[src/rtl/mm_pkg.sv]
// Shared definitions for the N-way stream blocks: mode encodings and the
// channel-index width helper.
package mm_pkg;

  localparam logic MODE_FIXED = 1'b0;
  localparam logic MODE_RR    = 1'b1;

  // Index width for an N-way selector; never narrower than one bit.
  function automatic int idx_w(input int n);
    return (n < 2) ? 1 : $clog2(n);
  endfunction

endpackage

[src/rtl/mux_n1_stream_if.sv]
// Handshake bundle for the N:1 stream mux: control, N input channels and the
// single output channel.
interface mux_n1_stream_if
  import mm_pkg::*;
#(
  parameter int WIDTH  = 16,
  parameter int NUM_IN = 4,
  localparam int SEL_W = idx_w(NUM_IN)
);
  logic                    mode;
  logic [SEL_W-1:0]        sel;
  logic [NUM_IN*WIDTH-1:0] in_data;
  logic [NUM_IN-1:0]       in_valid;
  logic [NUM_IN-1:0]       in_ready;
  logic [WIDTH-1:0]        out_data;
  logic [SEL_W-1:0]        out_ch;
  logic                    out_valid;
  logic                    out_ready;

  // Producer/consumer side (drives inputs, takes outputs).
  modport master (
    output mode, sel, in_data, in_valid, out_ready,
    input  in_ready, out_data, out_ch, out_valid
  );

  // Mux side.
  modport slave (
    input  mode, sel, in_data, in_valid, out_ready,
    output in_ready, out_data, out_ch, out_valid
  );
endinterface

[src/rtl/mux_n1_stream_rr_arbiter.sv]
// Round-robin arbiter: scans requests starting at the pointer and wraps; the
// pointer moves one past the winner whenever the grant is accepted.
module rr_arbiter
  import mm_pkg::*;
#(
  parameter int NUM_IN = 4,
  localparam int SEL_W = idx_w(NUM_IN)
) (
  input  logic              clk,
  input  logic              rst_n,
  input  logic [NUM_IN-1:0] req_i,
  input  logic              accept_i,
  output logic [NUM_IN-1:0] gnt_oh_o,
  output logic [SEL_W-1:0]  gnt_idx_o,
  output logic              any_gnt_o
);

  logic [SEL_W-1:0] ptr_q, ptr_d;

  // First requester at or after the pointer, modulo NUM_IN.
  always_comb begin
    int c;
    c         = 0;
    gnt_idx_o = '0;
    any_gnt_o = 1'b0;
    for (int k = 0; k < NUM_IN; k++) begin
      c = int'(ptr_q) + k;
      if (c >= NUM_IN) c = c - NUM_IN;
      if (!any_gnt_o && req_i[SEL_W'(c)]) begin
        any_gnt_o = 1'b1;
        gnt_idx_o = SEL_W'(c);
      end
    end
    gnt_oh_o = any_gnt_o ? (NUM_IN'(1) << gnt_idx_o) : '0;
    ptr_d    = (int'(gnt_idx_o) == NUM_IN - 1) ? '0 : gnt_idx_o + 1'b1;
  end

  // Pointer advances only on an accepted grant.
  always_ff @(posedge clk or negedge rst_n) begin
    if (!rst_n)                      ptr_q <= '0;
    else if (accept_i && any_gnt_o)  ptr_q <= ptr_d;
  end

endmodule

[src/rtl/mux_n1_stream.sv]
// Registered N:1 stream mux. Grant comes from sel (fixed mode) or the
// round-robin arbiter; a single output register gives 1-cycle latency and
// full throughput, stalling all inputs while the held word is not drained.
module mux_n1_stream
  import mm_pkg::*;
#(
  parameter int WIDTH  = 16,
  parameter int NUM_IN = 4,
  localparam int SEL_W = idx_w(NUM_IN)
) (
  input  logic             clk,
  input  logic             rst_n,
  mux_n1_stream_if.slave   bus
);

  logic [WIDTH-1:0]  out_data_q;
  logic [SEL_W-1:0]  out_ch_q;
  logic              out_valid_q;

  logic              load_en;
  logic              fx_gnt, gnt_any, xfer;
  logic [SEL_W-1:0]  gnt_idx;
  logic [NUM_IN-1:0] rr_oh, rdy;
  logic [SEL_W-1:0]  rr_idx;
  logic              rr_any;

  assign load_en = !out_valid_q || bus.out_ready;

  rr_arbiter #(.NUM_IN(NUM_IN)) u_arb (
    .clk       (clk),
    .rst_n     (rst_n),
    .req_i     (bus.in_valid),
    .accept_i  (xfer && (bus.mode == MODE_RR)),
    .gnt_oh_o  (rr_oh),
    .gnt_idx_o (rr_idx),
    .any_gnt_o (rr_any)
  );

  // Grant selection; an out-of-range sel never grants. in_ready is gated by
  // rst_n so nothing is acknowledged while the block is held in reset.
  always_comb begin
    fx_gnt = 1'b0;
    if (int'(bus.sel) < NUM_IN) fx_gnt = bus.in_valid[bus.sel];
    gnt_any = (bus.mode == MODE_RR) ? rr_any : fx_gnt;
    gnt_idx = (bus.mode == MODE_RR) ? rr_idx : bus.sel;
    xfer    = gnt_any && load_en && rst_n;
    for (int i = 0; i < NUM_IN; i++)
      rdy[i] = xfer && (int'(gnt_idx) == i);
  end

  assign bus.in_ready  = rdy;
  assign bus.out_data  = out_data_q;
  assign bus.out_ch    = out_ch_q;
  assign bus.out_valid = out_valid_q;

  // Output register: load on transfer (replacing a draining word), clear
  // valid on a drain with nothing new, otherwise hold.
  always_ff @(posedge clk or negedge rst_n) begin
    if (!rst_n) begin
      out_data_q  <= '0;
      out_ch_q    <= '0;
      out_valid_q <= 1'b0;
    end else if (xfer) begin
      out_data_q  <= bus.in_data[int'(gnt_idx)*WIDTH +: WIDTH];
      out_ch_q    <= gnt_idx;
      out_valid_q <= 1'b1;
    end else if (bus.out_ready) begin
      out_valid_q <= 1'b0;
    end
  end

endmodule
[src/flat_wrapper.sv]
// flat-port wrapper written by rule: the top's interface ports become plain ports
module mux_n1_stream_flat import mm_pkg::*;
#(
  parameter int WIDTH  = 16,
  parameter int NUM_IN = 4,
  localparam int SEL_W = idx_w(NUM_IN)
)
  (clk, rst_n, bus_mode, bus_sel, bus_in_data, bus_in_valid, bus_out_ready, bus_in_ready, bus_out_data, bus_out_ch, bus_out_valid);
  mux_n1_stream_if #(.WIDTH(WIDTH), .NUM_IN(NUM_IN)) bus_i ();
  input  logic clk;
  input  logic rst_n;
  input wire logic [$bits(bus_i.mode)-1:0] bus_mode;
  input wire logic [$bits(bus_i.sel)-1:0] bus_sel;
  input wire logic [$bits(bus_i.in_data)-1:0] bus_in_data;
  input wire logic [$bits(bus_i.in_valid)-1:0] bus_in_valid;
  input wire logic [$bits(bus_i.out_ready)-1:0] bus_out_ready;
  output wire logic [$bits(bus_i.in_ready)-1:0] bus_in_ready;
  output wire logic [$bits(bus_i.out_data)-1:0] bus_out_data;
  output wire logic [$bits(bus_i.out_ch)-1:0] bus_out_ch;
  output wire logic [$bits(bus_i.out_valid)-1:0] bus_out_valid;
  assign bus_i.mode = bus_mode;
  assign bus_i.sel = bus_sel;
  assign bus_i.in_data = bus_in_data;
  assign bus_i.in_valid = bus_in_valid;
  assign bus_i.out_ready = bus_out_ready;
  assign bus_in_ready = bus_i.in_ready;
  assign bus_out_data = bus_i.out_data;
  assign bus_out_ch = bus_i.out_ch;
  assign bus_out_valid = bus_i.out_valid;
  mux_n1_stream #(.WIDTH(WIDTH), .NUM_IN(NUM_IN)) u_core (.clk(clk), .rst_n(rst_n), .bus(bus_i));
endmodule
[config.mk]
export PLATFORM = sky130hd
export DESIGN_NAME = mux_n1_stream_flat
export DESIGN_NICKNAME = d
export VERILOG_FILES = /design/src/rtl/mm_pkg.sv /design/src/rtl/mux_n1_stream_if.sv /design/src/rtl/mux_n1_stream_rr_arbiter.sv /design/src/rtl/mux_n1_stream.sv /design/src/flat_wrapper.sv
export SDC_FILE = /design/constraint.sdc
export NUM_CORES = 1
export LEC_CHECK = 0
export CORE_MARGIN = 2
export CORE_UTILIZATION = 33
export CTS_CLUSTER_DIAMETER = 80
export DETAILED_ROUTE_END_ITERATION = 12
export PLACE_DENSITY = 0.84
export SETUP_SLACK_MARGIN = 0.02
export SKIP_CTS_REPAIR_TIMING = 1
export SYNTH_ARGS = -nofsm -noshare
export SYNTH_HDL_FRONTEND = slang
export SYNTH_SLANG_ARGS = --single-unit
[constraint.sdc]
create_clock -name clk -period 1.9 [get_ports clk]
set_clock_uncertainty 0.15 [all_clocks]
set_input_delay 0.38 -clock clk [delete_from_list [all_inputs] [get_ports clk]]
set_output_delay 0.38 -clock clk [all_outputs]
set_load 0.03 [all_outputs]
* Yosys cells after proc, flatten, opt, wreduce, memory -nomap -nowiden
Index checks and enable logic that the tools add are counted.
** Storage, ports and cells
- Input port bits :: 74
- Register bits after elaboration :: 21
- Logic and storage cells :: 75
- Output and inout bits :: 23
** Cells by class
- Magnitude comparators :: 9
- Equal/unequal tests :: 4
- Multiplexer cells :: 31
- Add/subtract/negate cells :: 8
- Shift-type cells :: 1
- Reduce and logical (&&, ||, !) cells :: 18
** Operators with widths (count)
- $shiftx A64 B7 Y16 :: 1
- $mux W2 :: 10
- $lt A2 B4 Y1 const B :: 4
- $mux W1 :: 16
- $logic_and A1 B1 Y1 :: 11
- $bmux W1 S2 :: 5
- $ge A3 B3 Y1 const B :: 3
- $sub A2 B1 Y2 const B :: 4
- $add A2 B2 Y3 const B :: 2
- $eq A2 B1 Y1 const B :: 2
- $eq A2 B2 Y1 const B :: 2
- $logic_not A1 Y1 :: 4
- $add A2 B1 Y3 const B :: 1
- $ge A2 B3 Y1 const B :: 1
- $lt A2 B3 Y1 const B :: 1
- $add A2 B1 Y2 const B :: 1
- $logic_not A2 Y1 :: 1
- $reduce_bool A2 Y1 :: 1
- $logic_or A1 B1 Y1 :: 1

* Longest topological paths before layout
Gate-level depths: netlist of run 1.
- Word-level depth :: 20
- Mapped depth :: 9
- Mapped depth without buffers :: 6

* Hierarchy
Synthesis of run 1 repeated with hierarchy kept, for this count alone.
** Unflattened totals
- Cell total of the unflattened synthesis :: 141
- Area total of the unflattened synthesis :: 1622.8 um^2
** By module, submodules not included
- mux_n1_stream :: area an instance 1360.1 um^2, times used 1, cells each 111
- rr_arbiter :: area an instance 262.8 um^2, times used 1, cells each 30

* Worst setup path before layout of run 1
No wires, ideal clock.
- Path type :: input -> output
- From :: input port bus_in_valid[2]
- To :: output port bus_in_ready[0]
- Stages on the path :: 7
- Data required time :: 1.370 ns
- Path slack :: -0.491 ns
- Arrival :: 1.861 ns
- Cells stage by stage :: o41ai_4 > a21oi_1 > a32oi_1 > buf_4 > buf_6 > nand2_1 > nor2_1
** On the way
- Longest elaborated chain between the ends :: 17
- Elaborated cells between the ends (all ways) :: 34
- Classes of those cells :: mux (24); reduce/logical (10)
** Ends and longest elaborated chain
- from (decl) :: line flat_wrapper.sv:15 : input wire logic [$bits(bus_i.in_valid)-1:0] bus_in_valid;
- $bmux W1 S2 :: line mux_n1_stream_rr_arbiter.sv:29 : if (!any_gnt_o && req_i[SEL_W'(c)]) begin
- $mux W1 (not written as such) (2 in a row) :: line mux_n1_stream_rr_arbiter.sv:29
- $mux W1 :: line mux_n1_stream_rr_arbiter.sv:29
- $logic_not A1 Y1 :: line mux_n1_stream_rr_arbiter.sv:29
- $logic_and A1 B1 Y1 :: line mux_n1_stream_rr_arbiter.sv:29
- $mux W1 :: line mux_n1_stream_rr_arbiter.sv:29
- $logic_not A1 Y1 :: line mux_n1_stream_rr_arbiter.sv:29
- $logic_and A1 B1 Y1 :: line mux_n1_stream_rr_arbiter.sv:29
- $mux W1 :: line mux_n1_stream_rr_arbiter.sv:29
- $logic_not A1 Y1 :: line mux_n1_stream_rr_arbiter.sv:29
- $logic_and A1 B1 Y1 :: line mux_n1_stream_rr_arbiter.sv:29
- $mux W1 :: line mux_n1_stream_rr_arbiter.sv:29
- $mux W1 :: line mux_n1_stream.sv:44 : gnt_any = (bus.mode == MODE_RR) ? rr_any : fx_gnt;
- $logic_and A1 B1 Y1 (2 in a row) :: line mux_n1_stream.sv:46 : xfer = gnt_any && load_en && rst_n;
- $logic_and A1 B1 Y1 (*) :: line mux_n1_stream.sv:48 : rdy[i] = xfer && (int'(gnt_idx) == i);
- to (decl) :: line flat_wrapper.sv:17 : output wire logic [$bits(bus_i.in_ready)-1:0] bus_in_ready;
Every way passes the cells marked *; elsewhere a longest branch is shown, timed or not. The select of a mux whose other input is x is not followed.

* Worst setup path in the final report of run 1
- From :: register u_core.u_arb.ptr_q[0]
- To :: output port bus_in_ready[1]
** On the way
- Longest elaborated chain between the ends :: 19
- Elaborated cells between the ends (all ways) :: 47
- Classes of those cells :: add/sub (7); order compare (4); eq/ne (1); mux (26); reduce/logical (9)
** Ends and longest elaborated chain
- from (decl) :: line mux_n1_stream_rr_arbiter.sv:18 : logic [SEL_W-1:0] ptr_q, ptr_d;
- from (signal assigned) :: line mux_n1_stream_rr_arbiter.sv:41 : else if (accept_i && any_gnt_o) ptr_q <= ptr_d;
- parallel branches: the longest is 18 deep, another holds $add A2 B1 Y3
- $logic_and A1 B1 Y1 (*) :: line mux_n1_stream.sv:48
Mark *: on every way between the ends. The select of a mux whose other input is x is not followed.

==> impl_results.md, run 1 <==
- Status: finished with violations
- Failing checks: setup timing
- First-pass GRT wire length: 7290 um
- Worst r2r src: u_core.u_arb.ptr_q[0]
- H-tree depth: 1
- WL met1: 1760 um
- Met3 routed WL: 388 um
- Setup crit end kind: output pin
- Max-capacitance violation count: 0
- CTS max path bufs: 2
- Final period utilization: 122%
- WHS Path Cells: 1
- Most repeated cell in the gate-level netlist after synthesis: mux2i_1
- Final hold slack: 338 ps
- Die X: 71 um
- Register area share after synthesis: 35.5%
- I/O pin total: 97
- Area share of the largest cell type after synthesis: 35.5%
- Final setup vio count: 21
- Worst-path clk slew: roughly 80 ps
- Core ar.: around 4400 um^2
- CP arrival: roughly 1800 ps
- Largest net degree at the start of global routing: 22
- Initial Util: 34.0%
- Fmax: roughly 430 MHz
- WL met2: 2330 um
- Wire per inst: around 15 um
- Area delta synth->final: 93.7%
- Worst Reg-to-Reg Cells: 8
- Worst-margin pin slew: 353 ps
- WL final: 4520 um
- Async set-reset flop share out of synthesis: 100%
- Post-synth EDFFs: 0
- Top area cells in the synthesized netlist: dfrtp_1, mux2i_1, o21a_1
- Total congestion overflow: 0
- Router iterations before antenna repair: 3
- Max IR drop VDD: 0.000488 V
- Syn Inst Count: 143
- Via count: roughly 1,600
- Max FO, Critical Path: 5
- Crit-path slowest cell: dfrtp_1
- Cell mode on critical path: buf_6
- Mapped Nets: 217
- Startpoint types: flop
- Die area: 5040 um^2
- CP Data Required Time: roughly 1400 ps
- Initial antenna violation count: 0
- Yosys cell types: 31
- Reg2Reg Setup Slack: -240 ps
- HPWL Detailed: 3450 um
- CP Cell Sequence: buf_6 -> a21boi_4 -> a21oi_2 -> a32oi_4 -> nand2b_4 -> nor2_4 -> buf_6
- RSZ-0062 raised after global routing: true
- Kind of critical path: reg -> out
- Area of the mapped netlist: roughly 1500 um^2
- Clock root cell: clkbuf_8
- Filler Cell Count: ~350
- Drt drc: 0
- Slew margin rel.: 76.4%
- # rows: 24
- Commonest cells post-synth: mux2i_1, dfrtp_1, o21a_1, a22oi_1, nor2_1
- Yosys warning count: 0
- Tot GR Track Use: between 15 and 20%
- Antenna viol nets, final: 0
- Util after Layout: 65.9%
- HP Start: u_core.bus.out_data[3]
- Setup ws final: -420 ps
- Post-synth top flop: dfrtp_1
- Max layer used: met4
- Worst-Skew Late Latency: 250 ps
- Register bit total from synthesis: 21
- TritonCTS clock tree: done
- Final Hold Viols: 0
- Port Buffers: 96
- Gpl congestion: roughly 0.86
- Final Max Slew Viols: 0
- Hold crit path type: reg -> reg
- Final min period: ~2300 ps
- Number of CTS-inserted buffers: 3
- Die height: 71 um
- Pwr Density: between 800 and 900 nW/um^2
- Share of layout cells above drive strength 1: roughly 24%
- CP max stage delay: 390 ps
- Reg2reg end: u_core.bus.out_data[14]
- Yosys top cell by area: dfrtp_1
- Hold-critical path endpoint: u_core.bus.out_data[3]
- Leak: 0.00125 uW
- Fin nets: approximately 330
- Syn Area/Cell: 10.4 um^2
- Via-to-Cell Ratio: 5.15
- Initial DRC count: 53
- # diodes: 0
- Vias in the first global route: roughly 1,600
- Clock sinks: 21
-- cell families after synthesis --
| group | count (synthesis) | synth area share [%] |
|---|---|---|
| AOI/OAI and AO/OA | 51 | 26.9 |
| muxes | 35 | 23.8 |
| and+or+nand+nor | 23 | 7.18 |
| DFF | 21 | 35.5 |
| buffers and inverters | 13 | 6.67 |
-- metal layers --
layer | track usage (%) | vias up
met5 | 0 | -
met3 | 5.70 | 4
met4 | 4.40 | 0
met1 | 21.8 | 762
met2 | 31.6 | 58
li1 | - | 772
-- stage by stage --
| step | TNS [ps] | std cells | cell area [um^2] | total power [uW] | worst slack, ps |
|---|---|---|---|---|---|
| 2_1_floorplan | -1910 | 143 | 1530 | 1490 | -247 |
| 3_3_place_gp | -18170 | 300 | 2640 | 2030 | -856 |
| 3_5_place_dp | -19130 | 300 | 2640 | 2050 | -917 |
| 4_1_cts | -13500 | 304 | 2690 | 2350 | -868 |
| 5_1_grt | -6630 | 310 | 2870 | 2580 | -484 |
| 6_report | -4880 | 310 | 2870 | 2430 | -420 |
-- where the power goes --
group	internal (uW)	total, uW	switching (uW)
sequential	592	690	97.6
clock	146	292	146
combinational	745	1450	707
-- final cells by class --
class / count / area [um^2] / area share, %
timing repair buffer: 121 / 1210 / 42.2
clock buffer: 3 / 41.3 / 1.44
tap: 52 / 65.1 / 2.27
clock inverter: 1 / 5.00 / 0.174
inverter: 3 / 11.3 / 0.392
multi-input combinational: 109 / 1010 / 35.1
sequential: 21 / 527 / 18.4
-- registers in the layout, summed over array words and instances (netlist names) --
name	count
u_core.bus.out_data	16
u_core.bus.out_ch	2
u_core.u_arb.ptr_q	2
u_core.bus.out_valid	1
-- cells in the final DEF (no fill, tap or decap), types with 2 or more instances in the layout --
| cell type | count |
|---|---|
| clkbuf_8 | 3 |
| nor2_4 | 5 |
| mux2i_1 | 33 |
| dfrtp_1 | 20 |
| buf_6 | 9 |
| clkdlybuf4s50_1 | 83 |
| a21oi_2 | 2 |
| nand2_1 | 3 |
| a21oi_1 | 3 |
| a22oi_2 | 6 |
| buf_12 | 3 |
| dlymetal6s2s_1 | 6 |
| o21a_1 | 18 |
| nor2_1 | 5 |
| nand2b_1 | 4 |
| inv_1 | 3 |
| a21boi_4 | 2 |
| a22oi_1 | 10 |
| buf_4 | 18 |
-- worst max-delay path by stage --
stage	startpoint	end	slack [ps]	cells after the start
after global routing	u_core.u_arb.ptr_q[0]	bus_in_ready[1]	-480	7
final	u_core.u_arb.ptr_q[0]	bus_in_ready[1]	-420	7
after global placement	bus_in_valid[0]	u_core.bus.out_data[13]	-860	8
after detailed placement	bus_in_valid[0]	u_core.bus.out_data[12]	-920	8
after floorplan	u_core.u_arb.ptr_q[1]	bus_in_ready[1]	-250	8
after CTS	bus_in_valid[0]	bus_in_ready[1]	-870	7
-- worst max-delay path: cells and delay by family (launching register included) --
kind,cells,cell delay [ps]
buffers and inverters,2,270
flip-flops,1,390
AND/OR/NAND/NOR,2,270
AO/OA/AOI/OAI,3,600
Note: power is estimated with default switching activity, not from simulation.
==> run 2, diff against run 1 <==
--- a/config.mk
+++ b/config.mk
@@ -6,10 +6,11 @@
 export NUM_CORES = 1
 export LEC_CHECK = 0
 export CORE_MARGIN = 2
-export CORE_UTILIZATION = 33
+export CORE_UTILIZATION = 34
+export CTS_BUF_LIST = sky130_fd_sc_hd__clkbuf_4 sky130_fd_sc_hd__clkbuf_8
 export CTS_CLUSTER_DIAMETER = 80
 export DETAILED_ROUTE_END_ITERATION = 12
-export PLACE_DENSITY = 0.84
+export PLACE_DENSITY = 0.86
 export SETUP_SLACK_MARGIN = 0.02
 export SKIP_CTS_REPAIR_TIMING = 1
 export SYNTH_ARGS = -nofsm -noshare
==> run 2 against run 1 <==
- the flow still finishes with violations (setup timing)
- critical path type unchanged
- global-route usage up 1.5 points
- utilization up 4.7 points
- power up 6.2%
- largest power group unchanged
- hold slack better by 5.9 ps
==> impl_results.md, run 2 (same netlist as run 1, synthesis figures left out) <==
- Status: finished with violations
- Failing checks: setup timing
- Initial antenna violation count: 0 (unchanged)
- Initial Util: 34.7% (+0.72 points)
- Clock sinks: 21 (unchanged)
- Sw Share: 38.1% (-0.97 points)
- CTS max path bufs: 2 (unchanged)
- Area after DPL: 2700 um^2 (+2.1%)
- Flop pwr share: 26.7% (-1.6 points)
- P_int: 1600 uW (+7.9%)
- Worst-path clk slew: 70 ps (about the same)
- Die height: 70.0 um (-1.4%)
- Filler Cell Count: 308 (-13%)
- HPWL Detailed: 3670 um (+6.3%)
- Startpoint types: flop
- Fmax: 424 MHz (-1.7%)
- Via-to-Cell Ratio: 5.14 (about the same)
- # rows: 24 (unchanged)
- Largest net degree at the start of global routing: 22 (unchanged)
- Util after Layout: 70.6% (+4.7 points)
- RSZ-0062 raised after global routing: true
- Die X: 70.0 um (-1.4%)
- Worst-margin pin slew: 404 ps (+50.9 ps)
- H-tree depth: 1 (unchanged)
- WL final: 4770 um (+5.5%)
- Leak: 0.00137 uW (+9.0%)
- Total congestion overflow: 0 (unchanged)
- Overall power: 2580 uW (+6.2%)
- Hold crit path type: reg -> reg
- Max FO, Critical Path: 4 (-1)
- Die area: 4900 um^2 (-2.8%)
- TritonCTS clock tree: done
- Setup crit end kind: output pin
- Clock root cell: clkbuf_8
- Kind of critical path: reg -> out
- Final setup vio count: 21 (unchanged)
- Final min period: 2360 ps (+40.6 ps)
- Core ar.: 4260 um^2 (-2.1%)
- Max IR drop VDD: 0.000484 V (-0.88%)
- Antenna viol nets, final: 0 (unchanged)
- Final Max Slew Viols: 0 (unchanged)
- Commonest non-fill, non-tap cell in the layout: clkdlybuf4s50_1
- Final period utilization: 124% (+2.1 points)
- Comb pwr share: 61.9% (+2.2 points)
- CP Data Required Time: 1370 ps (about the same)
- Router iterations before antenna repair: 4 (+1)
- Slew margin rel.: 72.8% (-3.6 points)
- I/O pin total: 97 (unchanged)
- Wire per inst: 15.0 um (+2.6%)
- Critical path origin: u_core.u_arb.ptr_q[0]
- Drt drc: 0 (unchanged)
- Design Area, Final: 3010 um^2 (+4.9%)
- Initial DRC count: 38 (-28%)
- HP Start: u_core.bus.out_data[1]
- Gpl congestion: 0.791 (-7.8%)
- Final hold slack: 344 ps (+5.86 ps)
- Vias in the first global route: 1,693 (+4.1%)
- Pre-CTS setup slack: -994 ps (-77.4 ps)
- Most frequent cells in the layout: clkdlybuf4s50_1, mux2i_1, buf_4
- Max-capacitance violation count: 0 (unchanged)
- Max FFs per register: 16 (unchanged)
- Via count: 1,641 (+2.8%)
- First-pass GRT wire length: 7620 um (+4.5%)
- Area delta synth->final: 103%
- Final Hold Viols: 0 (unchanged)
- Pwr Density: 858 nW/um^2 (+1.2%)
- CP arrival: 1830 ps (+40 ps)
- Share of layout cells above drive strength 1: 24.3% (-0.074 points)
- Fin nets: 342 (+2.7%)
- Worst-Skew Late Latency: 260 ps (about the same)
- Worst r2r src: u_core.u_arb.ptr_q[0]
- # diodes: 0 (unchanged)
- Setup ws final: -460 ps (-40.6 ps)
- Port Buffers: 96 (unchanged)
- Reg2Reg Setup Slack: -340 ps (-100 ps)
- Number of CTS-inserted buffers: 3 (unchanged)
- Psw: 984 uW (+3.5%)
- Tot GR Track Use: 19.6% (+1.5 points)
- Fraction of power consumed by the clock network: 11.4% (-0.6 points)
-- run 2: cell count changes in the layout (fill, tap and decap cells not counted), sizes merged --
cell           previous run  this run
clkinv                    1         0
buf                      31        37
clkinvlp                  0         1
dlymetal6s2s              6        14
clkdlybuf4s50            83        78
-- run 2: power by group through the flow --
stage          registers [uW]  clock network (uW)  logic (uW)
2_1_floorplan             924                   0         564
3_3_place_gp              687                   0        1420
3_5_place_dp              694                   0        1440
4_1_cts                   687                 310        1450
5_1_grt                   705                 327        1700
6_report                  690                 295        1600
-- run 2: final cells by class --
type                            instances  area, um^2  area share [%]
Tap cell                               52        65.1            2.16
Inverter                                3        11.3           0.374
Sequential cell                        21         526            17.5
Clock inverter                          1        7.51           0.249
Multi-Input combinational cell        109        1020            33.7
Clock buffer                            3        41.3            1.37
Timing Repair Buffer                  130        1340            44.6
-- run 2: through the flow --
step	setup TNS, ps	cells
after floorplan	-1910	143
after global placement	-18420	304
after detailed placement	-20380	304
after CTS	-14910	308
after global routing	-7600	319
final	-6220	319
-- run 2: worst paths after layout --
check | end | cells past startpoint
worst max-delay path | bus_in_ready[0] | 7
worst min-delay path | u_core.bus.out_data[1] | 1
worst max register to register | u_core.bus.out_data[9] | 9
worst min register to register | u_core.bus.out_data[1] | 1
max in group asynchronous | u_core.u_arb.ptr_q[1] | 2
min in group asynchronous | u_core.bus.out_data[5] | 2
-- run 2: worst max-delay path: stages (launching register included) --
cell	delay, ps
dfrtp_1	430
nand2b_4	170
or2_4	250
a32oi_4	290
buf_12	150
nand2_8	50
nor2_4	100
buf_6	130
-- run 2: layer usage --
layer  vias to the layer above  track usage [%]  part of all wire [%]
met3                         2             5.77                   7.0
met2                        57             35.0                    54
met5                         -                0                     0
met4                         0             6.20                  0.61
li1                        780                -                     -
met1                       802             22.3                    38
==> run 3, diff against run 2 <==
--- a/config.mk
+++ b/config.mk
@@ -5,6 +5,7 @@
 export SDC_FILE = /design/constraint.sdc
 export NUM_CORES = 1
 export LEC_CHECK = 0
+export CAP_MARGIN = 10
 export CORE_MARGIN = 2
 export CORE_UTILIZATION = 34
 export CTS_BUF_LIST = sky130_fd_sc_hd__clkbuf_4 sky130_fd_sc_hd__clkbuf_8
==> results of run 3 <==
No change in the layout: final DEF, timing and power equal those of run 2.
